File: src/rtl/popcount_pkg.sv
// Shared types and constants for the sequential popcount unit.
package popcount_pkg;

  typedef enum logic [1:0] {IDLE, RUN, DONE} state_e;

  localparam int BYTE_W = 8;

  function automatic int calc_cw(input int width);
    return $clog2(width + 1);
  endfunction

endpackage

File: src/rtl/FourBitAdder.sv
// Four-bit ripple-carry adder built from full_adder cells.
module FourBitAdder (
  input  logic [3:0] a_i,
  input  logic [3:0] b_i,
  input  logic       c_i,
  output logic [3:0] s_o,
  output logic       c_o
);

  logic [4:0] carry;

  assign carry[0] = c_i;

  for (genvar i = 0; i < 4; i++) begin : g_bit
    full_adder u_fa (
      .a_i(a_i[i]),
      .b_i(b_i[i]),
      .c_i(carry[i]),
      .s_o(s_o[i]),
      .c_o(carry[i+1])
    );
  end

  assign c_o = carry[4];

endmodule

File: src/rtl/byte_weight.sv
// Combinational set-bit counter for one byte (0..8), built from adder cells.
module byte_weight (
  input  logic [7:0] data_i,
  output logic [3:0] weight_o
);

  logic s0, c0, s1, c1, s2, c2, s3, c3;
  logic [3:0] sum;
  logic       cout;

  // Carry-save tree: three weight-1 sums reduce to s2, the weight-2 carries to s3/c3.
  full_adder u_fa0 (.a_i(data_i[0]), .b_i(data_i[1]), .c_i(data_i[2]), .s_o(s0), .c_o(c0));
  full_adder u_fa1 (.a_i(data_i[3]), .b_i(data_i[4]), .c_i(data_i[5]), .s_o(s1), .c_o(c1));
  full_adder u_fa2 (.a_i(s0),        .b_i(s1),        .c_i(data_i[6]), .s_o(s2), .c_o(c2));
  full_adder u_fa3 (.a_i(c0),        .b_i(c1),        .c_i(c2),        .s_o(s3), .c_o(c3));

  FourBitAdder u_add (
    .a_i({1'b0, c3, s3, s2}),
    .b_i(4'b0000),
    .c_i(data_i[7]),
    .s_o(sum),
    .c_o(cout)
  );

  // The sum never exceeds 8, so the carry-out is always clear; OR-ing it keeps the cell fully used.
  assign weight_o = {sum[3] | cout, sum[2:0]};

endmodule

File: src/rtl/full_adder.sv
// One-bit full adder cell.
module full_adder (
  input  logic a_i,
  input  logic b_i,
  input  logic c_i,
  output logic s_o,
  output logic c_o
);

  assign s_o = a_i ^ b_i ^ c_i;
  assign c_o = (a_i & b_i) | (a_i & c_i) | (b_i & c_i);

endmodule

File: src/rtl/popcount_seq.sv
// Multi-cycle Hamming-weight unit: one byte per cycle, LSB byte first.
// Define POPCOUNT_HDIST_EN to add in_data_b and count the Hamming distance instead.
module popcount_seq
  import popcount_pkg::*;
#(
  parameter  int WIDTH = 32,
  localparam int CW    = calc_cw(WIDTH)
) (
  input  logic             clk,
  input  logic             rst,
  input  logic             in_valid,
  output logic             in_ready,
  input  logic [WIDTH-1:0] in_data,
`ifdef POPCOUNT_HDIST_EN
  input  logic [WIDTH-1:0] in_data_b,
`endif
  output logic             out_valid,
  input  logic             out_ready,
  output logic [CW-1:0]    out_count,
  output logic             busy
);

  localparam int N     = WIDTH / BYTE_W;
  localparam int CNT_W = (N > 1) ? $clog2(N) : 1;

  state_e             state_q, state_d;
  logic [WIDTH-1:0]   shreg_q, shreg_d;
  logic [CNT_W-1:0]   cnt_q, cnt_d;
  logic [CW-1:0]      acc_q, acc_d;
  logic [CW-1:0]      count_q, count_d;
  logic [3:0]         weight;
  logic [CW-1:0]      acc_sum;
  logic [WIDTH-1:0]   load_word;

`ifdef POPCOUNT_HDIST_EN
  assign load_word = in_data ^ in_data_b;
`else
  assign load_word = in_data;
`endif

  byte_weight u_byte_weight (
    .data_i  (shreg_q[BYTE_W-1:0]),
    .weight_o(weight)
  );

  assign acc_sum = acc_q + CW'(weight);

  always_comb begin
    state_d = state_q;
    shreg_d = shreg_q;
    cnt_d   = cnt_q;
    acc_d   = acc_q;
    count_d = count_q;
    unique case (state_q)
      IDLE: begin
        if (in_valid) begin
          shreg_d = load_word;
          acc_d   = '0;
          cnt_d   = CNT_W'(N - 1);
          state_d = RUN;
        end
      end
      RUN: begin
        acc_d   = acc_sum;
        shreg_d = shreg_q >> BYTE_W;
        cnt_d   = cnt_q - 1'b1;
        if (cnt_q == '0) begin
          count_d = acc_sum;
          state_d = DONE;
        end
      end
      DONE: begin
        if (out_ready) state_d = IDLE;
      end
      default: state_d = IDLE;
    endcase
  end

  always_ff @(posedge clk) begin
    if (rst) begin
      state_q <= IDLE;
      shreg_q <= '0;
      cnt_q   <= '0;
      acc_q   <= '0;
      count_q <= '0;
    end else begin
      state_q <= state_d;
      shreg_q <= shreg_d;
      cnt_q   <= cnt_d;
      acc_q   <= acc_d;
      count_q <= count_d;
    end
  end

  assign in_ready  = (state_q == IDLE);
  assign busy      = (state_q == RUN);
  assign out_valid = (state_q == DONE);
  assign out_count = count_q;

endmodule

File: config.mk
export PLATFORM = sky130hd
export DESIGN_NAME = popcount_seq
export DESIGN_NICKNAME = d
export VERILOG_FILES = /design/src/rtl/popcount_pkg.sv /design/src/rtl/FourBitAdder.sv /design/src/rtl/byte_weight.sv /design/src/rtl/full_adder.sv /design/src/rtl/popcount_seq.sv
export SDC_FILE = /design/constraint.sdc
export NUM_CORES = 1
export LEC_CHECK = 0
export CAP_MARGIN = 20
export CORE_ASPECT_RATIO = 0.75
export CORE_MARGIN = 4
export CORE_UTILIZATION = 40
export CTS_BUF_LIST = sky130_fd_sc_hd__clkbuf_16
export DETAILED_ROUTE_END_ITERATION = 8
export GPL_ROUTABILITY_DRIVEN = 0
export HOLD_SLACK_MARGIN = 0.08
export PLACE_DENSITY = 0.69
export SLEW_MARGIN = 10
export SYNTH_ARGS = -nofsm -noshare
export SYNTH_HDL_FRONTEND = slang
export SYNTH_SLANG_ARGS = --single-unit
File: constraint.sdc
create_clock -name clk -period 7.6 [get_ports clk]
set_clock_uncertainty 0.1 [all_clocks]
set_input_delay 1.52 -clock clk [delete_from_list [all_inputs] [get_ports clk]]
set_output_delay 1.52 -clock clk [all_outputs]
set_load 0.02 [all_outputs]
==> results.py <==
metrics = {
    "place": {
        "pre_cts_ws_ps": 3650,
        "place_area_sq_mm": 0.00283,
        "placedCellCount": 365,
        "place_hpwl_mm": 3.74,
        "port_buffers": 44,
    },
    "worst_setup_path": {
        "cp_top_family": "flip-flops",
        "rrSetupSlack_ps": 3840,
        "crit_chain": "nand2b_4 > inv_2 > clkdlybuf4s50_1",
        "critPathLaunch": "state_q[1]",
        "cp_data_arrival_time_ps": 2300,
        "setup.worst_path.class": "reg -> out",
        "r2r_start": "shreg_q[0]",
        "start_kind": "flip-flop",
        "required_ps": 5980,
        "crit_end": "busy",
        "crit_fanout": 30,
        "slowest_delay_ps": 1010,
        "cp_num_buf_inv": 2,
        "cp-end-kind": "output pin",
        "cp_slowest_cell": "dfxtp_1",
        "r2r_end": "out_count[5]",
        "cp.depth": 3,
        "reg2reg_depth": 12,
    },
    "power": {
        "power_density_mw_per_mm2": 248,
        "vdd_drop_max_mv": 0.114,
        "power.leakage_nw": 1.24,
    },
    "synthesis": {
        "ys_ff_latch": 48,
        "synth_edf_count": 0,
        "post_synth_num_cell_types": 45,
        "synth-simple-area-share_pct": 19.4,
        "syn_nets": 311,
        "syn_inst": 262,
        "synth_top_area_share_pct": 40.2,
        "ys_warn_count": 0,
        "synthMuxAreaShare_pct": 0.838,
        "yosys.area.top_type": "dfxtp_1",
        "synth_compound_area_share_pct": 23.9,
        "syn_avg_cell_area_sq_um": 9.12,
        "ys.flop_type": "dfxtp_1",
        "synth_area_leaders": "dfxtp_1 (40%), nor2_1 (8.8%), a2bb2oi_1 (7.3%)",
        "syn_area_sq_mm": 0.00239,
        "yosys.area_share.xor_xnor_pct": 0.366,
        "synth_fa_ha_area_share_pct": 8.38,
        "synth_top_family_by_area": "compound AO/OA/AOI/OAI gates",
        "ys_seq_area_share_pct": 40.2,
        "synthArstFlopShare_pct": 0,
    },
    "sta": {
        "final.min_clock_period_ps": 3920,
        "layout_setup_ws_ps": 3680,
        "finalSetupViolations": 0,
        "fin_crit_sh_pct": 51.6,
        "max-slew-margin-rel_pct": 29.8,
        "rsz0062_at_grt": "no",
        "slew_violations": 0,
        "fmax_mhz": 255,
        "hold_viol": 0,
        "tns_ps": 0,
        "worst_pin_slew_ps": 1050,
    },
    "cts": {
        "tritoncts": "yes",
        "h-tree-depth": 2,
        "cts_buffers": 5,
        "cts_resized": 0,
        "cts.sinks": 48,
        "clk_latency_ps": 280,
        "clock_path_buffers": 2,
        "postCtsSetupBuffers": 0,
        "clkTransAtPathRegs_ps": 60,
        "root_buffer": "clkbuf_16",
        "hold_buffers": 0,
    },
    "layout": {
        "stdcell_count": 373,
        "final_common_cell": "nor2_1",
        "area_growth_pct": 24.1,
        "drive_above_1_share_pct": 9.15,
        "utilization_pct": 51.2,
        "final_area_sq_mm": 0.00297,
        "mostFrequentLayoutCells": "nor2_1 (56), dfxtp_1 (48), clkdlybuf4s50_1 (44)",
        "final_nets": 343,
        "diodes": 0,
    },
    "floorplanning": {
        "core_sq_mm": 0.00580,
        "die_h_um": 74.9,
        "io_pins": 45,
        "die_w_um": 97.3,
        "dieArea_sq_mm": 0.00729,
        "rows": 24,
        "start_util_pct": 41.2,
    },
    "global_routing": {
        "antenna_found_initial": 0,
        "grt_max_degree": 39,
        "first_global_vias": 1861,
        "grt_pass1_wl_mm": 9.25,
        "groute.usage.overall_pct": 15.8,
        "gr-total-overflow": 0,
    },
    "drt": {
        "viasPerCell": 5.35,
        "route.detailed.drc": 0,
        "wl_mm": 5.48,
        "firstDrtPassIters": 4,
        "vias": 1996,
        "antenna_left": 0,
        "wl_per_cell_um": 14.7,
        "drt-initial-drc-count": 110,
    },
    "job": {
        "drv_cap": 0,
    },
    "worst_hold_path": {
        "hold_start": "cnt_q[1]",
        "holdCritPathClass": "reg -> reg",
    },
    "run_status": {
        "status": "complete, no violations",
    },
}
[state kept, by name, indices dropped and copies added, names as in the netlist]
signal,count
shreg_q,32
acc_q,6
cnt_q,2
out_count,6
state_q,2
[logic make-up after synthesis]
family,Yosys count
xor+xnor,1
compound gates,67
fa+ha+maj,13
buf+inv,34
simple gates,97
mux,2
flops,48
[worst min-delay path by stage]
stage	to	slack (ps)	cells past startpoint
after floorplan	cnt_q[1]	360	2
after global placement	cnt_q[1]	370	2
after detailed placement	cnt_q[1]	380	2
after CTS	cnt_q[1]	390	2
after global routing	cnt_q[1]	410	2
final	cnt_q[1]	390	2
[synth_stat cells, drive strengths merged (2+ instances only)]
library cell / count
fa: 5
a22oi: 11
clkbuf: 10
o221a: 14
buf: 11
mux2i: 2
a21oi: 5
or3: 2
nor3: 11
dfxtp: 48
nand2: 3
nand3: 2
ha: 8
o21ai: 2
nor2b: 6
a2bb2oi: 20
a21o: 2
nor2: 58
o22ai: 4
nand2b: 3
inv: 12
a31oi: 2
nor4: 3
a311o: 2
[area by class of cell]
class,instances,area [sq um]
tap,78,97.6
fill,551,2830
timing repair buffer,46,455
inverter,13,48.8
multi-input combinational,180,1260
clock buffer,5,125
clock inverter,3,15.0
sequential,48,961
[layer usage]
metal | GRT usage, % | up-vias | routed length [um]
met2 | 23.9 | 45 | 2420
met1 | 22.5 | 939 | 2780
met5 | 0 | - | 0
met3 | 3.89 | 4 | 243
li1 | - | 1008 | -
met4 | 5.07 | 0 | 41
[worst min-delay path: stages (launching register included)]
cell	delay (ps)
dfxtp_1	300
inv_1	80
a221oi_2	60
[power by group]
group / switching, mW / internal [mW] / leakage, nW / total [mW]
Sequential: 0.0204 / 0.281 / 0.395 / 0.302
Combinational: 0.115 / 0.109 / 0.772 / 0.223
Clock: 0.0911 / 0.120 / 0.0687 / 0.211
Total: 0.226 / 0.510 / 1.24 / 0.736
[stage by stage]
step | total power, mW | hold WS (ps)
floorplan | 0.465 | 358
global placement | 0.528 | 365
detailed placement | 0.532 | 377
CTS | 0.744 | 388
global route | 0.785 | 410
finish | 0.736 | 386
No activity file was read; power rests on OpenSTA's default activity.
